<file path="src/rtl/mux8_arbiter.sv">
// 8-way round-robin arbiter driving a mux select; tenures are separated by one idle cycle.
// Define MUX8_ARB_TIMEOUT_EN to bound each tenure at HOLD_MAX cycles when others are waiting.
module mux8_arbiter #(
  parameter int HOLD_MAX = 16
) (
  input  logic       clk,
  input  logic       rst_n,
  input  logic [7:0] req,
  output logic [7:0] gnt,
  output logic       S0,
  output logic       S1,
  output logic       S2,
  output logic       valid,
  output logic       preempt
);

  typedef enum logic {IDLE = 1'b0, GRANT = 1'b1} state_t;

  if (HOLD_MAX < 2 || HOLD_MAX > 255) begin : g_bad_hold_max
    $error("mux8_arbiter: HOLD_MAX must be in 2..255");
  end

  state_t      state_r;
  logic [2:0]  ptr_r;
  logic [2:0]  sel_r;
  logic [7:0]  gnt_r;
  logic        valid_r;
  logic [3:0]  pick_s;
  logic        pick_hit_s;
  logic [2:0]  pick_idx_s;

`ifdef MUX8_ARB_TIMEOUT_EN
  localparam logic [7:0] CNT_MAX = 8'(HOLD_MAX - 1);
  logic [7:0]  cnt_r;
  logic        preempt_r;
`endif

  // Returns {hit, index} of the first set request at or after p, wrapping 7 -> 0.
  function automatic logic [3:0] rr_pick(input logic [7:0] r, input logic [2:0] p);
    logic [3:0] res;
    logic [2:0] idx;
    res = 4'd0;
    for (int i = 7; i >= 0; i--) begin
      idx = p + 3'(i);
      if (r[idx]) begin
        res = {1'b1, idx};
      end else begin
        res = res;
      end
    end
    return res;
  endfunction

  function automatic logic [7:0] onehot8(input logic [2:0] i);
    return 8'd1 << i;
  endfunction

  // Candidate owner for the next IDLE-state arbitration.
  always_comb begin
    pick_s = 4'd0;
    pick_s = rr_pick(req, ptr_r);
  end

  assign pick_hit_s = pick_s[3];
  assign pick_idx_s = pick_s[2:0];

  // Arbitration FSM; every output comes straight from a register.
  always_ff @(posedge clk) begin
    if (!rst_n) begin
      state_r   <= IDLE;
      ptr_r     <= 3'd0;
      sel_r     <= 3'd0;
      gnt_r     <= 8'd0;
      valid_r   <= 1'b0;
`ifdef MUX8_ARB_TIMEOUT_EN
      cnt_r     <= 8'd0;
      preempt_r <= 1'b0;
`endif
    end else begin
      case (state_r)
        IDLE: begin
`ifdef MUX8_ARB_TIMEOUT_EN
          preempt_r <= 1'b0;
`endif
          if (pick_hit_s) begin
            state_r <= GRANT;
            sel_r   <= pick_idx_s;
            gnt_r   <= onehot8(pick_idx_s);
            valid_r <= 1'b1;
`ifdef MUX8_ARB_TIMEOUT_EN
            cnt_r   <= 8'd0;
`endif
          end else begin
            gnt_r   <= 8'd0;
            valid_r <= 1'b0;
          end
        end
        GRANT: begin
          if (!req[sel_r]) begin
            state_r   <= IDLE;
            ptr_r     <= sel_r + 3'd1;
            gnt_r     <= 8'd0;
            valid_r   <= 1'b0;
`ifdef MUX8_ARB_TIMEOUT_EN
            preempt_r <= 1'b0;
          end else if (cnt_r == CNT_MAX && (req & ~gnt_r) != 8'd0) begin
            // Tenure exhausted with someone else waiting: force a handover.
            state_r   <= IDLE;
            ptr_r     <= sel_r + 3'd1;
            gnt_r     <= 8'd0;
            valid_r   <= 1'b0;
            preempt_r <= 1'b1;
          end else begin
            preempt_r <= 1'b0;
            if (cnt_r != CNT_MAX) begin
              cnt_r <= cnt_r + 8'd1;
            end else begin
              cnt_r <= cnt_r;
            end
`else
          end else begin
            gnt_r   <= gnt_r;
            valid_r <= 1'b1;
`endif
          end
        end
        default: begin
          state_r <= IDLE;
          gnt_r   <= 8'd0;
          valid_r <= 1'b0;
        end
      endcase
    end
  end

  assign gnt          = gnt_r;
  assign {S2, S1, S0} = sel_r;
  assign valid        = valid_r;
`ifdef MUX8_ARB_TIMEOUT_EN
  assign preempt      = preempt_r;
`else
  assign preempt      = 1'b0;
`endif

endmodule


</file>
<file path="config.mk">
export PLATFORM = sky130hd
export DESIGN_NAME = mux8_arbiter
export DESIGN_NICKNAME = d
export VERILOG_FILES = /design/src/rtl/mux8_arbiter.sv
export SDC_FILE = /design/constraint.sdc
export NUM_CORES = 1
export LEC_CHECK = 0
export BUFFER_PORTS_ARGS = -buffer_cell sky130_fd_sc_hd__buf_2
export CELL_PAD_IN_SITES_DETAIL_PLACEMENT = 0
export CELL_PAD_IN_SITES_GLOBAL_PLACEMENT = 1
export CORE_ASPECT_RATIO = 0.75
export CORE_MARGIN = 2
export CORE_UTILIZATION = 48
export DETAILED_ROUTE_END_ITERATION = 10
export GPL_ROUTABILITY_DRIVEN = 0
export PLACE_DENSITY = 0.95
export SLEW_MARGIN = 20
export SYNTH_ARGS = -nofsm -noshare
export SYNTH_HDL_FRONTEND = slang
export SYNTH_SLANG_ARGS = --single-unit
</file>
<file path="constraint.sdc">
create_clock -name clk -period 8.4 [get_ports clk]
set_input_delay 1.26 -clock clk [delete_from_list [all_inputs] [get_ports clk]]
set_output_delay 1.26 -clock clk [all_outputs]
set_load 0.01 [all_outputs]
</file>
# Word level (Yosys, flattened, before mapping)
# Cells that the tools add are included.
# classes
mux	32
n_bitwise	2
n_div	0
n_addsub	8
n_shift	1
n_eq_ne	1
order_cmp	9
reduce_logical	2
n_mul	0
# ops
operator	n
less-than comparator 3 x 4 -> 1 bit (second input constant)	9
two-way mux 4 bit	8
binary-select mux 1 bit (select 3 bit)	9
two-way mux 8 bit	2
one-hot mux 8 bit (2 select lines)	1
adder 3 bit (second input constant)	4
two-way mux 1 bit	11
<< shifter 1 x 3 -> 8 bit (first input constant)	1
adder 3 x 1 -> 3 bit (second input constant)	2
adder 3 x 2 -> 3 bit (second input constant)	2
AND reduction 2 bit	2
!= test 2 bit (second input constant)	1
inverter 1 bit	2
one-hot mux 1 bit (2 select lines)	1
# totals
ff_bits	15
input_bits	10
memories	0
latch_bits	0
output_inout_bits	13
mem_bits_ro	0
elab_cells	59
mem_bits_rw	0

# Logic depth before layout (Yosys ltp)
# Gate-level depths: netlist (run 1).
# depth
depth_word	14
depth_mapped	12
ltp_nobuf	9

# Worst setup path after synthesis (run 1)
# Ideal clock, no wire load.
# synth_timing
path_kind	input port to flip-flop
start	in req[5]
end	reg gnt_r[2] (netlist: gnt[2])
path_buffers	0
path_stages	5
setup_time_ns	0.117
setup_slack_ns	5.223
arrival_ns	3.060
t_required_ns	8.283
cell_sequence	mux4_2 mux2_2 or2_4 o41a_1 a32o_1
# synth_via
elab_chain_cells	13
elab_cells_between_ends	30
classes_between	eq/ne (1); shift (1); mux (28)
# synth_lines
element	line	rtl
from (decl)	8	input logic [7:0] req,
binary-select mux 1 bit (select 3 bit)	45	if (r[idx]) begin
two-way mux 1 bit (implied by the code)	45	
two-way mux 4 bit (8 in series)	45	
<< shifter 1 x 3 -> 8 bit	55	return 8'd1 << i;
two-way mux 8 bit	85	if (pick_hit_s) begin
one-hot mux 8 bit (2 select lines)	80	case (state_r)
to (signal assigned)	88	gnt_r <= onehot8(pick_idx_s);
to (signal assigned)	122	gnt_r <= gnt_r;
to (decl)	26	logic [7:0] gnt_r;
# Several ways; a longest one is shown, not always the timed one. The select of a mux whose other input is x is not followed.
# A chain may end at the register's enable or synchronous reset.

# Worst setup path after layout (run 1)
# layout_timing
start	reg ptr_r[1]
end	reg gnt_r[3] (netlist: gnt[3])
# layout_via
elab_chain_cells	14
elab_cells_between_ends	34
classes_between	add/sub (7); shift (1); mux (26)
# layout_lines
element	line	rtl
from (decl)	24	logic [2:0] ptr_r;
from (signal assigned)	101	ptr_r <= sel_r + 3'd1;
adder 3 bit	44	idx = p + 3'(i);
binary-select mux 1 bit (select 3 bit)	45	
two-way mux 1 bit (implied by the code)	45	
two-way mux 4 bit (7 in series)	45	
two-way mux 4 bit *	45	
<< shifter 1 x 3 -> 8 bit	55	
two-way mux 8 bit *	85	
one-hot mux 8 bit (2 select lines) *	80	
# Mark *: on every way between the ends. The rest lies on a longest branch, timed or not. The select of a mux whose other input is x is not followed.

==> flow_summary_export.csv, run 1 <==
group,metric,value,unit
yosys,ys_warn_count,0,
setup_path,regToRegSetupSlack,4.63,ns
floorplan,die_h,54.2,um
pwr,leakage,0.693,nW
grt,track_usage,0.220,
finish,areaGrowthSynthToFinish,8.13,%
drt,wirelength,3950,um
placed_design,dp_hpwl,2980,um
timing,relSlewSlack,0.512,
finish,num-nets-final,193,
floorplan,die_area,3850,um2
finish,final-seq-area,300,um2
timing,finalSetupTns,0,ns
floorplan,die_x,71.0,um
clock_network,htreeDepth,1,
yosys,synth-seq-cells,15,
setup_path,critPathLaunchType,"register",
setup_path,r2r_cells,8,
floorplan,ios,23,
timing,period_share,0.449,
floorplan,start_util,0.498,
setup_path,end_kind,"register",
min_path,hold_depth,2,
yosys,synth.avg_cell_area,9.91,um2
timing,maxSlewViolCount,0,
placed_design,portBuffers,21,
yosys,syn_inst,163,
drt,drc,0,
setup_path,rr_startpoint,"ptr_r[1]",
clock_network,cts_hold_buf,0,
yosys,synth_seq_area_share,0.186,
yosys,synth-compound-area-share,0.259,
drt,via_count,1430,
finish,final_common_cell,"buf_2",
setup_path,worstPathRequired,8.54,ns
flow_run,drv_cap,0,
drt,wl_per_cell,18.0,um
finish,design_area,1750,um2
timing,max_freq,0.265,GHz
min_path,hp-class,"register to register",
min_path,holdPathEnd,"gnt[4]",
clock_network,worstSkewPairLatency,0.25,ns
clock_network,cts_setup_buffers,0,
yosys,synth-edff-count,0,
yosys,yosys.area.top_type,"mux4_2",
setup_path,critPathKind,"register to register",
drt,drtPass1Iterations,4,
clock_network,ctsResizeCount,0,
grt,antenna_found_initial,0,
clock_network,clkTransAtPathRegs,0.07,ns
setup_path,r2r-end,"gnt[3]",
timing,tightest_slew,0.731,ns
finish,final_cell_mix,"21 x buf_2, 16 x nand2_1, 15 x dfxtp_1",
timing,finalClockSkew,0.00581,ns
finish,drive_gt1_frac,0.302,
timing,setup_viol,0,
clock_network,cts-root-buf,"clkbuf_8",
timing,rsz0062_at_grt,"no",
yosys,synth_xor_area_frac,0.0318,
yosys,synth_top_family_by_area,"multiplexers",
placed_design,dpl_cell_area,1700,um2
drt,ant_nets,0,
floorplan,core,3240,um2
grt,grt_overflow,0,
yosys,synth_fp_nets,176,
min_path,hold_start,"gnt[4]",
setup_path,crit_fanout,17,
setup_path,arrival,3.91,ns
grt,grt_pass1_vias,1336,
clock_network,clock_sinks,15,
finish,multi_input_area,1220,um2
yosys,syn_area,1620,um2
drt,avgViaCountPerCell,6.53,
pwr,power.density,271,nW/um2
clock_network,cts-buffers-inserted,3,
yosys,ys_types,50,
yosys,synthMuxAreaShare,0.304,
floorplan,row_count,18,
grt,grt_max_degree,18,
yosys,synthTopCellsByArea,"mux4_2 20%, dfxtp_1 19%, mux2i_1 6.2%, a21oi_1 3.7%, nand2_1 3.7%",
finish,fillers,309,
clock_network,clk_path_buf_depth,2,
drt,drt_iter0_markers,135,
yosys,synth-adder-area-share,0.0232,
pwr,ir_drop,0.155,mV
yosys,synth_simple_gate_area_share,0.138,
finish,antenna_cells,0,
status,outcome,"completed",
grt,grt_first_pass_wirelength,6620,um
timing,hold_violations,0,
clock_network,cts_tree,"yes",
yosys,synthFlopType,"dfxtp_1",
timing,fin_crit,3.77,ns
yosys,synthArstFlopShare,0,
yosys,synth_top_area_share,0.195,
==> synth_stat cells (2+ instances only) <==
master,instances
o31ai_1,4
nand2_1,16
a211oi_1,3
mux2_4,2
buf_6,4
nand3_1,4
nor3_1,5
nand2b_1,4
o21ai_0,7
buf_2,4
a21oi_1,12
a221oi_1,2
xor2_1,3
nor2_1,10
a31oi_1,3
a32o_1,2
mux2i_1,10
ha_1,3
dfxtp_1,15
inv_1,5
mux4_2,14
a22o_1,2
mux2_2,2
==> per-layer routing <==
metal	wire (um)	vias to the layer above	global-route usage	share of wire
met2	1930	47	0.371	0.49
met3	211	2	0.0387	0.053
met5	0	-	0	0
li1	-	677	-	-
met1	1800	704	0.310	0.46
met4	4	0	0.0252	0.0010
==> worst max path at each step <==
stage	start	to	slack (ns)
6_report	ptr_r[1]	gnt[3]	4.63
5_1_grt	ptr_r[0]	gnt[3]	4.38
3_5_place_dp	ptr_r[0]	gnt[1]	4.72
3_3_place_gp	ptr_r[0]	gnt[3]	4.86
4_1_cts	ptr_r[0]	gnt[3]	4.68
2_1_floorplan	req[5]	gnt[2]	5.22
==> power breakdown <==
| group | switching [mW] | internal [mW] |
|---|---|---|
| combinational | 0.169 | 0.133 |
| sequential | 0.0260 | 0.0854 |
| clock | 0.0267 | 0.0333 |
| total | 0.222 | 0.252 |
==> state kept, by name (all words and copies together) (netlist names) <==
signal  cells
gnt         8
valid       1
sel_r       3
ptr_r       3
==> metrics by stage <==
| step | util | power [mW] | instances | worst slack (ns) | hold WS [ns] |
|---|---|---|---|---|---|
| 3_3_place_gp | 0.524 | 0.402 | 215 | 4.86 | 0.436 |
| 2_1_floorplan | - | 0.354 | 163 | 5.22 | 0.478 |
| 6_report | 0.539 | 0.474 | 219 | 4.63 | 0.457 |
| 3_5_place_dp | 0.524 | 0.411 | 215 | 4.72 | 0.445 |
| 4_1_cts | 0.539 | 0.472 | 219 | 4.68 | 0.459 |
| 5_1_grt | 0.539 | 0.506 | 219 | 4.38 | 0.476 |
==> kinds of logic (layout without fill, tap and decap cells) <==
kind of cell,after synthesis,after routing
AO/OA/AOI/OAI,51,51
AND/OR/NAND/NOR,45,45
multiplexers,29,29
flip-flops,15,15
buffers and inverters,14,30
XOR/XNOR,5,5
adder cells (fa/ha/maj),3,3
other,1,1
==> worst max-delay path, cell delays in order, from the launching register on <==
cell,delay [ns]
dfxtp_1,0.79
inv_1,0.24
ha_1,0.68
mux4_2,0.64
mux2i_1,0.31
mux2i_1,0.16
o41ai_2,0.53
nor2_1,0.10
a22o_1,0.20
==> area by class of cell <==
cell class              instances  share of cell area
multi-input cells             134               0.701
flip-flops and latches         15               0.172
repair buffers                 21              0.0602
well taps                      40              0.0287
clock buffers                   3              0.0236
inverters                       5              0.0107
clock inverters                 1             0.00430
No activity file was read; power rests on OpenSTA's default activity.
==> run 2: changes to the inputs <==
--- a/config.mk
+++ b/config.mk
@@ -5,15 +5,16 @@
 export SDC_FILE = /design/constraint.sdc
 export NUM_CORES = 1
 export LEC_CHECK = 0
+export ABC_AREA = 1
 export BUFFER_PORTS_ARGS = -buffer_cell sky130_fd_sc_hd__buf_2
 export CELL_PAD_IN_SITES_DETAIL_PLACEMENT = 0
 export CELL_PAD_IN_SITES_GLOBAL_PLACEMENT = 1
 export CORE_ASPECT_RATIO = 0.75
 export CORE_MARGIN = 2
-export CORE_UTILIZATION = 48
+export CORE_UTILIZATION = 35
 export DETAILED_ROUTE_END_ITERATION = 10
 export GPL_ROUTABILITY_DRIVEN = 0
-export PLACE_DENSITY = 0.95
+export PLACE_DENSITY = 0.87
 export SLEW_MARGIN = 20
 export SYNTH_ARGS = -nofsm -noshare
 export SYNTH_HDL_FRONTEND = slang
==> constraint.sdc (replaced) <==
create_clock -name clk -period 3.25 [get_ports clk]
set_input_delay 0.4875 -clock clk [delete_from_list [all_inputs] [get_ports clk]]
set_output_delay 0.4875 -clock clk [all_outputs]
set_load 0.01 [all_outputs]
==> run 2 against run 1 <==
- sequential share of layout area increased by 0.79 points
- cell area down 4.4%
- count of clock-buffer cells in the layout stayed put
- area after synthesis shrank 8.1%
- combinational power rose to 5.4 times the previous value
- setup slack lost 4.0 ns
- clock power grew to 2.6 times the previous value
- critical path type unchanged
==> flow_summary_export.csv, run 2 <==
group,metric,value,unit
setup_path,critPathKind,"register to register",
placed_design,dp_hpwl,3040,um
finish,fillers,440,
clock_network,ctsResizeCount,0,
drt,wl_per_cell,11.7,um
timing,finalClockSkew,0.00200,ns
setup_path,crit_fanout,10,
pwr,ir_drop,0.567,mV
clock_network,htreeDepth,1,
yosys,synthTopCellsByArea,"dfxtp_1 20%, nand2_1 13%, nand3_2 11%, nand2_2 8.9%, nor2_1 8.6%",
yosys,synth_common_cells,"51 x nand2_1, 34 x nor2_1, 21 x nand2_2",
yosys,synthArstFlopShare,0,
drt,drt_iter0_markers,101,
yosys,yosys.area.top_type,"dfxtp_1",
min_path,hp-class,"register to register",
drt,drtPass1Iterations,4,
floorplan,die_area,4780,um2
setup_path,arrival,2.79,ns
timing,hold_violations,0,
setup_path,critPathMostFrequentCell,"inv_2",
finish,final_common_cell,"nand2_1",
clock_network,worstSkewPairLatency,0.25,ns
grt,antenna_found_initial,0,
flow_run,drv_cap,0,
yosys,synth-edff-count,0,
clock_network,cts_setup_buffers,0,
yosys,syn_inst,235,
setup_path,worstPathRequired,3.39,ns
pwr,power.density,1250,nW/um2
setup_path,slowest_delay,0.61,ns
grt,grt_pass1_vias,1240,
setup_path,critPathBufInv,5,
yosys,synth-seq-cells,15,
clock_network,clkTransAtPathRegs,0.06,ns
timing,period_share,0.816,
yosys,synthFlopType,"dfxtp_1",
finish,multi_input_area,1010,um2
setup_path,critPathLaunchType,"register",
finish,final_core_util,0.412,
status,outcome,"completed",
finish,final-seq-area,300,um2
floorplan,die_h,60.4,um
finish,num-nets-final,271,
yosys,synth_top_area_share,0.202,
yosys,synth.avg_cell_area,6.31,um2
setup_path,cpLargestDelayFamily,"simple AND/OR/NAND/NOR gates",
clock_network,clock_sinks,15,
timing,finalSetupTns,0,ns
clock_network,cts_tree,"yes",
placed_design,portBuffers,21,
timing,fin_crit,2.65,ns
floorplan,core,4050,um2
finish,areaGrowthSynthToFinish,12.6,%
floorplan,start_util,0.366,
yosys,synth_seq_area_share,0.202,
drt,wirelength,3650,um
grt,track_usage,0.158,
clock_network,cts-buffers-inserted,3,
yosys,ys_types,29,
setup_path,worstPathCellList,"inv_6, ha_1, inv_2, nand3_1, nand3_1, nand2_1, inv_2, nand4_1, o21ai_2, inv_2, nand2_2, inv_2, nand2_2, nor2_1, nor2_1, nor2_1",
clock_network,cts-root-buf,"clkbuf_8",
grt,grt_max_degree,13,
yosys,synth_most_common_cell,"nand2_1",
timing,max_freq,0.377,GHz
clock_network,clk_path_buf_depth,2,
floorplan,die_x,79.2,um
finish,largest_register_ff_count,8,
timing,maxSlewViolCount,0,
drt,via_count,1513,
pwr,leakage,0.843,nW
drt,ant_nets,0,
yosys,syn_area,1480,um2
yosys,synth_fp_nets,248,
clock_network,cts_hold_buf,0,
floorplan,ios,23,
finish,antenna_cells,0,
timing,rsz0062_at_grt,"no",
finish,drive_gt1_frac,0.323,
yosys,ys_warn_count,0,
setup_path,cp_slowest_cell,"dfxtp_1",
grt,grt_overflow,0,
grt,grt_first_pass_wirelength,5890,um
timing,setup_viol,0,
floorplan,row_count,20,
setup_path,end_kind,"register",
timing,whs,0.460,ns
drt,avgViaCountPerCell,4.85,
finish,final_cell_mix,"51 x nand2_1, 34 x nor2_1, 21 x nand2_2, 21 x buf_2, 20 x nand3_1",
drt,drc,0,
run 2: changes by cell type in the layout (fill, tap and decap cells not counted), moves of 3 or more:
cell,change
nand2_1,+35
nor2_1,+24
nand2_2,+21
nand3_1,+16
nand3_2,+16
mux4_2,-14
inv_1,+13
inv_2,+10
mux2i_1,-9
nor3_1,-5
nand2b_1,-4
o31ai_1,-4
a211oi_1,-3
nand2_4,+3
run 2: final cells by class:
type / instances / share of cell area
multi-input combinational: 183 / 0.604
inverter: 33 / 0.0801
timing repair buffer: 22 / 0.0674
clock buffer: 3 / 0.0247
tap: 55 / 0.0412
clock inverter: 1 / 0.00300
sequential: 15 / 0.180
run 2: cells by family after synthesis:
| kind of cell | share of synthesized area |
|---|---|
| XOR/XNOR | 0.0228 |
| AND/OR/NAND/NOR | 0.526 |
| AO/OA/AOI/OAI | 0.0961 |
| flip-flops | 0.202 |
| multiplexers | 0.00675 |
| buffers and inverters | 0.118 |
| other | 0.00253 |
| adder cells (fa/ha/maj) | 0.0253 |
run 2: metrics by stage:
stage | setup slack, ns | total power [mW] | cell area [um2] | std cells
floorplan | 1.10 | 1.63 | 1480 | 235
global placement | 0.665 | 1.94 | 1620 | 308
detailed placement | 0.658 | 1.92 | 1620 | 308
CTS | 0.627 | 2.08 | 1670 | 312
global route | 0.323 | 2.32 | 1670 | 312
finish | 0.599 | 2.09 | 1670 | 312
run 2: layer usage:
| layer | share of wire | global-route usage |
|---|---|---|
| met1 | 0.52 | 0.238 |
| met2 | 0.41 | 0.231 |
| met3 | 0.078 | 0.0506 |
| met4 | 0 | 0.00739 |
| met5 | 0 | 0 |
run 2: report_power, final:
group / leakage, nW / total, mW / switching [mW] / internal, mW
clock network: 0.0255 / 0.153 / 0.0685 / 0.0849
registers: 0.123 / 0.316 / 0.0720 / 0.243
logic: 0.695 / 1.62 / 1.08 / 0.542
total: 0.843 / 2.09 / 1.22 / 0.871
run 2: final timing paths:
kind,startpoint,endpoint,slack [ns],cells after the start
max,ptr_r[1],gnt[0],0.60,16
min,gnt[6],gnt[6],0.46,2
max reg2reg,ptr_r[1],gnt[0],0.60,16
min reg2reg,gnt[6],gnt[6],0.46,2
run 2: worst min-delay path, stage by stage, from the launching register on:
cell and delay [ns]:
dfxtp_1 0.31, nand2_1 0.06, a21oi_1 0.05
